==> src/rtl/instr_fetch_queue_pkg.sv <==
// Shared definitions for the instruction fetch stage: fetch FSM states,
// queue entry layout and HALT decoding.
package instr_fetch_queue_pkg;

  localparam logic [5:0]  HALT_OPCODE = 6'b111111;
  localparam logic [31:0] WORD_BYTES  = 32'd4;

  typedef enum logic {
    Fetch = 1'b0,
    Stop  = 1'b1
  } fetch_state_e;

  typedef struct packed {
    logic [31:0] data;
    logic [31:0] pc;
  } ifq_entry_t;

  function automatic logic is_halt(input logic [31:0] word);
    return word[31:26] == HALT_OPCODE;
  endfunction

endpackage

==> src/rtl/ifq_fifo.sv <==
// DEPTH-entry FIFO of {word, pc} entries with synchronous flush.
// The caller guarantees no push when full and no pop when empty.
module ifq_fifo
  import instr_fetch_queue_pkg::*;
#(
  parameter int unsigned DEPTH = 4
) (
  input  logic                     i_clk,
  input  logic                     i_rst,
  input  logic                     i_push,
  input  ifq_entry_t               i_push_entry,
  input  logic                     i_pop,
  input  logic                     i_flush,
  output logic [$clog2(DEPTH):0]   o_count,
  output ifq_entry_t               o_head_entry
);

  localparam int unsigned PtrW = $clog2(DEPTH);
  localparam int unsigned CntW = PtrW + 1;

  ifq_entry_t      r_mem [DEPTH];
  logic [PtrW-1:0] r_head;
  logic [PtrW-1:0] r_tail;
  logic [CntW-1:0] r_count;

  // Pointers wrap naturally because DEPTH is a power of two.
  always_ff @(posedge i_clk or posedge i_rst) begin
    if (i_rst) begin
      r_head  <= '0;
      r_tail  <= '0;
      r_count <= '0;
    end else if (i_flush) begin
      r_head  <= '0;
      r_tail  <= '0;
      r_count <= '0;
    end else begin
      if (i_push) r_tail <= r_tail + 1'b1;
      if (i_pop)  r_head <= r_head + 1'b1;
      case ({i_push, i_pop})
        2'b10:   r_count <= r_count + 1'b1;
        2'b01:   r_count <= r_count - 1'b1;
        default: r_count <= r_count;
      endcase
    end
  end

  always_ff @(posedge i_clk) begin
    if (i_push && !i_flush) r_mem[r_tail] <= i_push_entry;
  end

  assign o_count      = r_count;
  assign o_head_entry = r_mem[r_head];

endmodule

==> src/rtl/instr_fetch_queue.sv <==
// Fetch stage: owns the PC, strobes the combinational ROM and queues fetched words.
// Define IFQ_HALT_DETECT_EN to stop fetching after a HALT word is queued.
module instr_fetch_queue
  import instr_fetch_queue_pkg::*;
#(
  parameter int unsigned DEPTH    = 4,
  parameter logic [31:0] RESET_PC = 32'h0,
  parameter int unsigned PC_LIMIT = 100
) (
  input  logic        i_clk,
  input  logic        i_rst,
  output logic [31:0] o_rom_addr,
  output logic        o_rom_nrd,
  input  logic [31:0] i_rom_data,
  output logic        o_inst_valid,
  output logic [31:0] o_inst_data,
  output logic [31:0] o_inst_pc,
  input  logic        i_issue_ready,
  input  logic        i_redirect_valid,
  input  logic [31:0] i_redirect_pc,
  output logic        o_halted
);

  localparam int unsigned CntW = $clog2(DEPTH) + 1;

  fetch_state_e    r_state;
  fetch_state_e    w_state_next;
  logic [31:0]     r_pc;
  logic [31:0]     w_pc_next;
  logic [CntW-1:0] w_count;
  ifq_entry_t      w_head;
  ifq_entry_t      w_push_entry;
  logic            w_pc_in_range;
  logic            w_fetch_fire;
  logic            w_inst_valid;
  logic            w_pop;

  // 33-bit compare so a PC near 2^32 cannot wrap back into range.
  assign w_pc_in_range = ({1'b0, r_pc} + {1'b0, WORD_BYTES}) <= 33'(PC_LIMIT);
  // Full-queue test uses the registered count only, keeping issue_ready off the strobe.
  assign w_fetch_fire  = !i_rst && (r_state == Fetch) && (w_count < CntW'(DEPTH)) &&
                         w_pc_in_range && !i_redirect_valid;
  assign w_inst_valid  = (w_count != '0);
  assign w_pop         = w_inst_valid && i_issue_ready && !i_redirect_valid;
  assign w_push_entry  = '{data: i_rom_data, pc: r_pc};

  ifq_fifo #(
    .DEPTH (DEPTH)
  ) u_fifo (
    .i_clk        (i_clk),
    .i_rst        (i_rst),
    .i_push       (w_fetch_fire),
    .i_push_entry (w_push_entry),
    .i_pop        (w_pop),
    .i_flush      (i_redirect_valid),
    .o_count      (w_count),
    .o_head_entry (w_head)
  );

  always_comb begin
    w_state_next = r_state;
    w_pc_next    = r_pc;
    if (i_redirect_valid) begin
      w_pc_next    = {i_redirect_pc[31:2], 2'b00};
      w_state_next = Fetch;
    end else begin
      if (w_fetch_fire) w_pc_next = r_pc + WORD_BYTES;
      if ((r_state == Fetch) && !w_pc_in_range) w_state_next = Stop;
`ifdef IFQ_HALT_DETECT_EN
      if (w_fetch_fire && is_halt(i_rom_data)) w_state_next = Stop;
`endif
    end
  end

  always_ff @(posedge i_clk or posedge i_rst) begin
    if (i_rst) begin
      r_state <= Fetch;
      r_pc    <= RESET_PC;
    end else begin
      r_state <= w_state_next;
      r_pc    <= w_pc_next;
    end
  end

  assign o_rom_addr   = r_pc;
  assign o_rom_nrd    = !w_fetch_fire;
  assign o_inst_valid = w_inst_valid;
  assign o_inst_data  = w_inst_valid ? w_head.data : 32'h0;
  assign o_inst_pc    = w_inst_valid ? w_head.pc : 32'h0;
  assign o_halted     = (r_state == Stop);

endmodule

==> config.mk <==
export PLATFORM = sky130hd
export DESIGN_NAME = instr_fetch_queue
export DESIGN_NICKNAME = d
export VERILOG_FILES = /design/src/rtl/instr_fetch_queue_pkg.sv /design/src/rtl/ifq_fifo.sv /design/src/rtl/instr_fetch_queue.sv
export SDC_FILE = /design/constraint.sdc
export NUM_CORES = 1
export LEC_CHECK = 0
export ABC_AREA = 0
export BUFFER_PORTS_ARGS = -buffer_cell sky130_fd_sc_hd__buf_4
export CAP_MARGIN = 20
export CORE_AREA = 2 2 147 149
export DETAILED_ROUTE_END_ITERATION = 8
export DIE_AREA = 0 0 149 151
export MAX_ROUTING_LAYER = met4
export PLACE_DENSITY_LB_ADDON = 0.08
export SYNTH_ARGS = -nofsm -noshare
export SYNTH_HDL_FRONTEND = slang
export SYNTH_SLANG_ARGS = --single-unit
==> constraint.sdc <==
create_clock -name i_clk -period 5.7 [get_ports i_clk]
set_clock_uncertainty 0.1 [all_clocks]
set_input_delay 1.425 -clock i_clk [delete_from_list [all_inputs] [get_ports i_clk]]
set_output_delay 1.425 -clock i_clk [all_outputs]
set_load 0.05 [all_outputs]
# Word level (Yosys, flattened, before mapping)
# Memories as Yosys holds them, arrays and structs flattened.
# Cells that the tools add are included.
[word_totals]
reg_bits = 40
mem_bits_rw = 256
input_bits = 68
output_inout_bits = 99
elab_cells = 48
n_memories = 1
[op_classes]
addsub = 6
order_cmp = 2
n_eq_ne = 2
n_mux = 14
n_bitwise = 1
reduce_logical = 17
[mem_list]
columns = ["memory", "words", "width", "read_ports", "rd_ports_with_merged_regs", "wr", "line", "rtl"]
rows = [
  ["u_fifo.r_mem", 4, 64, 1, 0, 1, "ifq_fifo.sv:21", "ifq_entry_t r_mem [DEPTH];"],
]
[ops]
columns = ["cell", "n"]
rows = [
  ["$mux 32", 4],
  ["$add 32x3->33 const B", 1],
  ["$le 33x7->1 const B", 1],
  ["$add 32x3->32 const B", 1],
  ["$logic_and 1x1->1", 8],
  ["$mux 2", 4],
  ["$pmux 3 s2", 1],
  ["$reduce_bool 2->1", 3],
  ["$reduce_bool 3->1", 2],
  ["$add 2x1->2 const B", 2],
  ["$logic_not 1->1", 4],
  ["$mux 1", 4],
  ["$add 3x1->3 const B", 1],
  ["$lt 3x3->1 const B", 1],
  ["$mux 3", 1],
  ["$sub 3x1->3 const B", 1],
  ["$eq 2x1->1 const B", 1],
  ["$eq 2x2->1 const B", 1],
  ["$not 1->1", 1],
]

# Longest topological paths before layout
# Gate-level depths: netlist of the first run.
[depth]
word_depth = 8
mapped_depth = 14
depth_no_buf = 12

# Modules after synthesis
# From an unflattened synthesis of the first run, not the netlist that was laid out.
[hier_totals]
cells_unflattened = 657
hier_area_um2 = 12182.9
[modules_own_cells]
columns = ["module", "n_inst", "cells_per_inst", "area_per_inst_um2", "seq_area_each_um2"]
rows = [
  ["ifq_fifo", 1, 376, 9660.5, 7862.5],
  ["instr_fetch_queue", 1, 281, 2522.4, 775.7],
]

# Least setup slack after synthesis of the first run
# Ideal clock, no wire load.
[synth_path]
kind = "flip-flop to flip-flop"
start = "register r_pc[2], in the netlist o_rom_addr[2]"
end = "memory u_fifo.r_mem[1][10] (netlist name), enable pin"
setup_ps = 426
arrival_ps = 4400
required_ps = 5174
path_slack_ps = 774
path_stages_with_launch = 11
n_path_buf = 2
synth_period_minus_slack_ps = 4926
path_cell_list = "dfrtp_1 > ha_1 > and3_1 > and3_1 > buf_2 > nand3_1 > xnor2_1 > or4_1 > buf_2 > nor4_2 > and2_1"
[synth_via]
elab_chain_cells = 7
[synth_lines]
columns = ["element", "line", "rtl"]
rows = [
  ["start, declared", "instr_fetch_queue.sv:28", "logic [31:0] r_pc;"],
  ["start signal, assigned", "instr_fetch_queue.sv:81", "r_pc <= w_pc_next;"],
  ["$add 32x3->33", "instr_fetch_queue.sv:39", "assign w_pc_in_range = ({1'b0, r_pc} + {1'b0, WORD_BYTES}) <= 33'(PC_LIMIT);"],
  ["$le 33x7->1", "instr_fetch_queue.sv:39", ""],
  ["$logic_and 1x1->1", "instr_fetch_queue.sv:41", "assign w_fetch_fire = !i_rst && (r_state == Fetch) && (w_count < CntW'(DEPTH)) &&"],
  ["$logic_and 1x1->1", "instr_fetch_queue.sv:42", "w_pc_in_range && !i_redirect_valid;"],
  ["$logic_and 1x1->1", "ifq_fifo.sv:48", "if (i_push && !i_flush) r_mem[r_tail] <= i_push_entry;"],
  ["$mux 1", "ifq_fifo.sv:48", ""],
  ["$mux 1 (implied by the code)", "ifq_fifo.sv:48", ""],
  ["end, declared", "ifq_fifo.sv:21", ""],
]
# Every way passes these cells.

# Worst setup path in the final report of the first run
[layout_path]
start = "register r_pc[2], in the netlist o_rom_addr[2]"
end = "output o_rom_nrd"
[layout_via]
elab_chain_cells = 5
[layout_lines]
columns = ["element", "line", "rtl"]
rows = [
  ["$add 32x3->33", "instr_fetch_queue.sv:39", ""],
  ["$le 33x7->1", "instr_fetch_queue.sv:39", ""],
  ["$logic_and 1x1->1", "instr_fetch_queue.sv:41", ""],
  ["$logic_and 1x1->1", "instr_fetch_queue.sv:42", ""],
  ["$logic_not 1->1", "instr_fetch_queue.sv:86", "assign o_rom_nrd = !w_fetch_fire;"],
  ["end, declared", "instr_fetch_queue.sv:13", "output logic o_rom_nrd,"],
]
# Every way passes these cells.

==> results of run 1 <==
state kept, by name (all words and copies together), names as in the netlist:
register        cells
o_halted            1
u_fifo.r_mem      248
u_fifo.r_head       2
o_rom_addr         30
u_fifo.o_count      3
u_fifo.r_tail       2
area by class of cell:
| cell class | count | area [um^2] |
|---|---|---|
| Tap cell | 275 | 344 |
| Sequential cell | 286 | 8410 |
| Fill cell | 1435 | 6660 |
| Clock inverter | 13 | 139 |
| Inverter | 10 | 37.5 |
| Multi-Input combinational cell | 316 | 3250 |
| Timing Repair Buffer | 164 | 1230 |
| Clock buffer | 39 | 763 |
through the flow:
step | std cells | util (%) | hold WS (ps) | area (um^2)
detailed placement | 1051 | 63.7 | 491 | 13300
floorplan | 648 | - | 438 | 11800
finish | 1103 | 68.0 | 512 | 14200
global route | 1103 | 68.0 | 535 | 14200
CTS | 1103 | 68.0 | 510 | 14200
global placement | 1051 | 63.7 | 454 | 13300
routing by layer:
metal	wire, um	vias up	global-route usage (%)	share of wire [%]
met5	0	-	-	0
met4	464	0	6.10	2.0
met3	1410	53	3.25	5.9
met2	12400	210	37.4	52
met1	9410	3293	27.9	40
li1	-	2858	-	-
worst min-delay path by stage:
stage | to | slack [ps] | cells after the start
after floorplan | u_fifo.r_tail[1] | 440 | 2
after global placement | u_fifo.r_tail[1] | 450 | 2
after detailed placement | u_fifo.r_tail[0] | 490 | 2
after CTS | u_fifo.r_tail[0] | 510 | 2
after global routing | u_fifo.o_count[2] | 530 | 2
final | u_fifo.r_tail[1] | 510 | 2
synth_stat cells, types with 3 or more instances:
cell / n / area (um^2)
edfxtp_1: 248 / 7450
and2_1: 68 / 425
mux4_2: 62 / 1400
dfrtp_1: 38 / 951
mux2_2: 23 / 259
clkbuf_1: 17 / 63.8
nand2_1: 14 / 52.6
nand3_1: 13 / 65.1
xnor2_1: 13 / 114
nor2_1: 11 / 41.3
inv_1: 10 / 37.5
nand4_1: 10 / 62.6
and3_1: 9 / 56.3
buf_1: 9 / 33.8
o21ai_0: 8 / 40.0
ha_1: 6 / 75.1
mux2i_1: 5 / 50.1
xor2_1: 5 / 43.8
a211o_1: 4 / 35.0
and4_1: 4 / 35.0
buf_2: 4 / 20.0
buf_4: 4 / 30.0
nand2b_1: 4 / 25.0
o21ai_1: 4 / 20.0
nand4b_1: 3 / 26.3
nor2b_1: 3 / 18.8
nor3_1: 3 / 15.0
nor4_1: 3 / 18.8
or2_2: 3 / 18.8
critical path: cells and delay by family, from the launching register on:
kind	cells	cell delay (ps)
xor gates and xnor gates	1	150
adders and majority gates	1	380
buffers and inverters	2	280
DFF	1	620
and+or+nand+nor	5	1850
layout by cell type (no fill, tap or decap), drive strengths merged, types with 5 or more instances in the layout:
cell type  count
xnor2         13
nor4           5
xor2           5
o21ai         12
and2          68
nand4         11
dfrtp         38
inv           10
ha             6
mux2i          5
buf          164
nor3           5
mux2          23
clkbuf        39
nor2          11
mux4          62
nand2         14
and3           9
edfxtp       248
nand3         14
clkinv        10
power by group:
part	total, W	switching, W	internal, W
clock	0.00180	0.000731	0.00107
sequential	0.00238	0.0000688	0.00231
combinational	0.000248	0.000151	0.0000971
total	0.00443	0.000951	0.00348
cells by family (layout without fill, tap and decap cells):
logic type / count (synthesis) / in the layout / synth area share, %
adder cells (fa/ha/maj): 7 / 7 / 0.805
other: 1 / 4 / 0.0317
flip-flops: 286 / 286 / 71.1
multiplexers: 90 / 90 / 14.4
XOR/XNOR: 18 / 18 / 1.33
buffers and inverters: 46 / 226 / 1.71
AND/OR/NAND/NOR: 163 / 163 / 8.55
AO/OA/AOI/OAI: 34 / 34 / 2.05
==> results_dict.tcl, run 1 <==
set metrics [dict create \
    status "completed" \
    min_period_over_period_pct 93.3 \
    cp-start-kind "flip-flop" \
    via_count 6414 \
    max_cap_violations 0 \
    max_stage_delay_ps 710 \
    arrival_ps 3790 \
    start_util_pct 56.7 \
    p_leak_nw 5.00 \
    overflow 0 \
    clock_sinks 286 \
    gp_congestion 0.838 \
    r2r_cells 11 \
    via_per_inst 5.82 \
    cts.path.max_buffers 3 \
    synth_warnings 0 \
    synth_ff_type "edfxtp_1" \
    slew_violations 0 \
    rsz0062_at_grt "no" \
    ys_ff_latch 286 \
    portBuffers 160 \
    diodes 0 \
    synthToLayoutAreaGrowth_pct 19.9 \
    finalPower_w 0.00443 \
    syn-cell-area_um2 11800 \
    synth_cell_types 58 \
    grt_pass1_wl_mm 36.6 \
    dieHeight_um 151 \
    finalNetCount 882 \
    path_clk_slew_ps 60 \
    timing_hold_violations_final 0 \
    worst_pin_slew_ps 1010 \
    cts-root-buf "clkbuf_16" \
    avgRoutedWirePerCell_um 21.5 \
    startpoint "o_rom_addr[2]" \
    drtPass1Iterations 6 \
    core_um2 20800 \
    die_w_um 149 \
    endpoint "o_rom_nrd" \
    critPathKind "reg -> out" \
    setup-tns-final_ps 0 \
    postCtsHoldBufs 0 \
    antenna_found_initial 0 \
    route.detailed.drc 0 \
    hold_start "u_fifo.r_tail[1]" \
    syn_area_per_cell_um2 18.3 \
    rr_endpoint "u_fifo.o_count[2]" \
    drtIter0Drc 438 \
    cp_common_cell "and3_1" \
    syn_inst 645 \
    power.density_nw_per_um2 313 \
    synth_edf_count 248 \
    worstPathRequired_ps 4180 \
    r2r_start "o_rom_addr[2]" \
    max_freq_mhz 188 \
    grt_pass1_vias 6731 \
    cts-htree-levels 1 \
    post_cts_resized 0 \
    drt-total-wl_mm 23.7 \
    fin_ws_ps 381 \
    finalSetupViolCount 0 \
    hold_path.class "reg -> reg" \
    io_pins 167 \
    ir_worst_vdd_uv 226 \
    cpMaxStageDelayCell "or4_1" \
    async_flop_share_pct 13.3 \
    cts_setup_buffers 0 \
    worstSkewPairLatency_ps 520 \
    yosysSeqAreaShare_pct 71.1 \
    cp_max_fo 13 \
    cts_tree "built" \
    crit_path_cell_trace "ha_1, and3_1, and3_1, nand3_1, xnor2_1, or4_1, nor4_4, inv_1, buf_4" \
    grt_usage_pct 21.9 \
    grt_start_max_net_pins 64 \
    die_area_um2 22500 \
    pre_cts_slack_ps 880 \
    min_period_ps 5320 \
    row_count 53 \
    cts_buffers 29 \
    relSlewSlack_pct 32.5 \
    drive_gt1_share_pct 37.1 \
    cp-end-kind "output pin" \
    reg2reg_setup_slack_ps 1020 \
    antenna_left 0 \
    dp_hpwl_mm 13.8 \
]
(Power assumes the default switching activity.)
==> run 2, diff against run 1 <==
==> constraint.sdc (replaced) <==
create_clock -name i_clk -period 5.7 [get_ports i_clk]
set_clock_uncertainty 0.1 [all_clocks]
set_input_delay 0.57 -clock i_clk [delete_from_list [all_inputs] [get_ports i_clk]]
set_output_delay 0.57 -clock i_clk [all_outputs]
set_load 0.05 [all_outputs]
==> results_dict.tcl, run 2 (synthesis results as in run 1) <==
set metrics [dict create \
    finalNetCount 881 \
    layout_commonest_cell "edfxtp_1" \
    antenna_found_initial 0 \
    start_util_pct 56.7 \
    fin_ws_ps 1110 \
    drtIter0Drc 508 \
    via_count 6310 \
    diodes 0 \
    rr_endpoint "u_fifo.o_count[2]" \
    hold_path.class "in -> reg" \
    ir_worst_vdd_uv 250 \
    cp_max_fo 13 \
    p_sw_w 0.000956 \
    r2r_cells 11 \
    startpoint "o_rom_addr[2]" \
    fill_cells 1438 \
    combPwrFrac_pct 5.7 \
    place_area_um2 13200 \
    io_pins 167 \
    cts_tree "built" \
    worst_pin_slew_ps 1020 \
    reg2reg_setup_slack_ps 1110 \
    min_period_over_period_pct 80.6 \
    max_cap_violations 0 \
    final-seq-area_um2 8410 \
    path_clk_slew_ps 60 \
    relSlewSlack_pct 32.1 \
    r2r_start "o_rom_addr[2]" \
    arrival_ps 4930 \
    drive_gt1_share_pct 37.1 \
    endpoint "u_fifo.o_count[2]" \
    row_count 53 \
    dp_hpwl_mm 13.5 \
    hold_slack_ps 135 \
    gp_congestion 0.824 \
    grt_start_max_net_pins 66 \
    post_cts_resized 0 \
    grt_pass1_wl_mm 35.8 \
    grt_pass1_vias 6748 \
    cts_buffers 28 \
    pre_cts_slack_ps 1150 \
    core_um2 20800 \
    design_area_um2 14100 \
    worstPathRequired_ps 6040 \
    status "completed" \
    power.density_nw_per_um2 311 \
    portBuffers 160 \
    final_cell_mix "248 x edfxtp_1, 163 x buf_4, 64 x and2_1" \
    drt-total-wl_mm 23.2 \
    min_period_ps 4590 \
    max_freq_mhz 218 \
    p_seq_share_pct 54.0 \
    cts.path.max_buffers 3 \
    p_leak_nw 4.98 \
    via_per_inst 5.73 \
    pwr-share-clk_pct 40.3 \
    multi_input_area_um2 3240 \
    worstSkewPairLatency_ps 530 \
    synthToLayoutAreaGrowth_pct 19.8 \
    drtPass1Iterations 5 \
    grt_usage_pct 21.5 \
    cts-htree-levels 1 \
    finalSetupViolCount 0 \
    max_flop_register "u_fifo.r_mem" \
    setup-tns-final_ps 0 \
    slew_violations 0 \
    avgRoutedWirePerCell_um 21.0 \
    cts-root-buf "clkbuf_16" \
    p_int_w 0.00344 \
    rsz0062_at_grt "no" \
    cp-end-kind "flip-flop" \
    finalPower_w 0.00440 \
    route.detailed.drc 0 \
    clock_sinks 286 \
    overflow 0 \
    timing_hold_violations_final 0 \
    critPathKind "reg -> reg" \
    antenna_left 0 \
    cp-start-kind "flip-flop" \
    dieHeight_um 151 \
    die_area_um2 22500 \
    largest_reg_flops 248 \
    p_sw_share_pct 21.7 \
    die_w_um 149 \
]
==> run 2: changes by cell type in the layout (fill, tap and decap cells not counted), sizes merged <==
cell	before	now
clkinv	10	9
bufinv	3	2
dlygate4sd3	0	1
clkinvlp	0	1
buf	164	163
==> run 2: area by class of cell <==
type | count | area share, %
clock buffers | 39 | 5.47
clock inverters | 12 | 0.823
inverters | 10 | 0.265
multi-input cells | 316 | 22.9
flip-flops and latches | 286 | 59.4
well taps | 275 | 2.43
repair buffers | 164 | 8.72
==> run 2: worst min-delay path by stage <==
stage	start	end	slack, ps	cells after the start
after CTS	i_rom_data[10]	u_fifo.r_mem[1][42]	120	1
final	i_rom_data[26]	u_fifo.r_mem[3][58]	140	1
after floorplan	u_fifo.r_tail[1]	u_fifo.r_tail[1]	440	2
after detailed placement	i_rst	o_rom_addr[8]	440	2
after global routing	i_rom_data[10]	u_fifo.r_mem[1][42]	110	1
after global placement	i_rst	o_rom_addr[8]	440	2
==> run 2: power by group through the flow <==
stage	Sequential, W	Clock, W	Combinational (W)
6_report	0.00238	0.00177	0.000249
5_1_grt	0.00238	0.00189	0.000264
4_1_cts	0.00238	0.00181	0.000249
3_5_place_dp	0.00242	0	0.000248
3_3_place_gp	0.00242	0	0.000241
2_1_floorplan	0.00247	0	0.0000830
==> run 2: routing by layer <==
metal | part of all wire (%) | routed length [um] | up-vias | GRT usage [%]
li1 | - | - | 2863 | -
met1 | 41 | 9470 | 3239 | 27.5
met4 | 1.7 | 401 | 0 | 5.33
met5 | 0 | 0 | - | -
met3 | 5.3 | 1240 | 30 | 3.49
met2 | 52 | 12100 | 178 | 36.5
==> run 2: what timing repair did <==
item	in CTS	in global routing
hold buffers	1	0
setup buffers	0	0
endpoints found under the hold margin	11	0
==> run 2: metrics by stage <==
step,util [%],cells
6_report,67.9,1102
5_1_grt,67.9,1102
4_1_cts,67.9,1102
3_5_place_dp,63.6,1050
3_3_place_gp,63.6,1050
2_1_floorplan,-,648
==> run 2: critical path: stages, from the launching register on <==
cell	delay (ps)
dfrtp_1	610
ha_1	380
and3_1	220
and3_1	360
nand3_1	150
xnor2_1	150
or4_1	690
nor3_4	600
nor3_1	140
fa_1	410
or4_1	530
a31oi_1	170
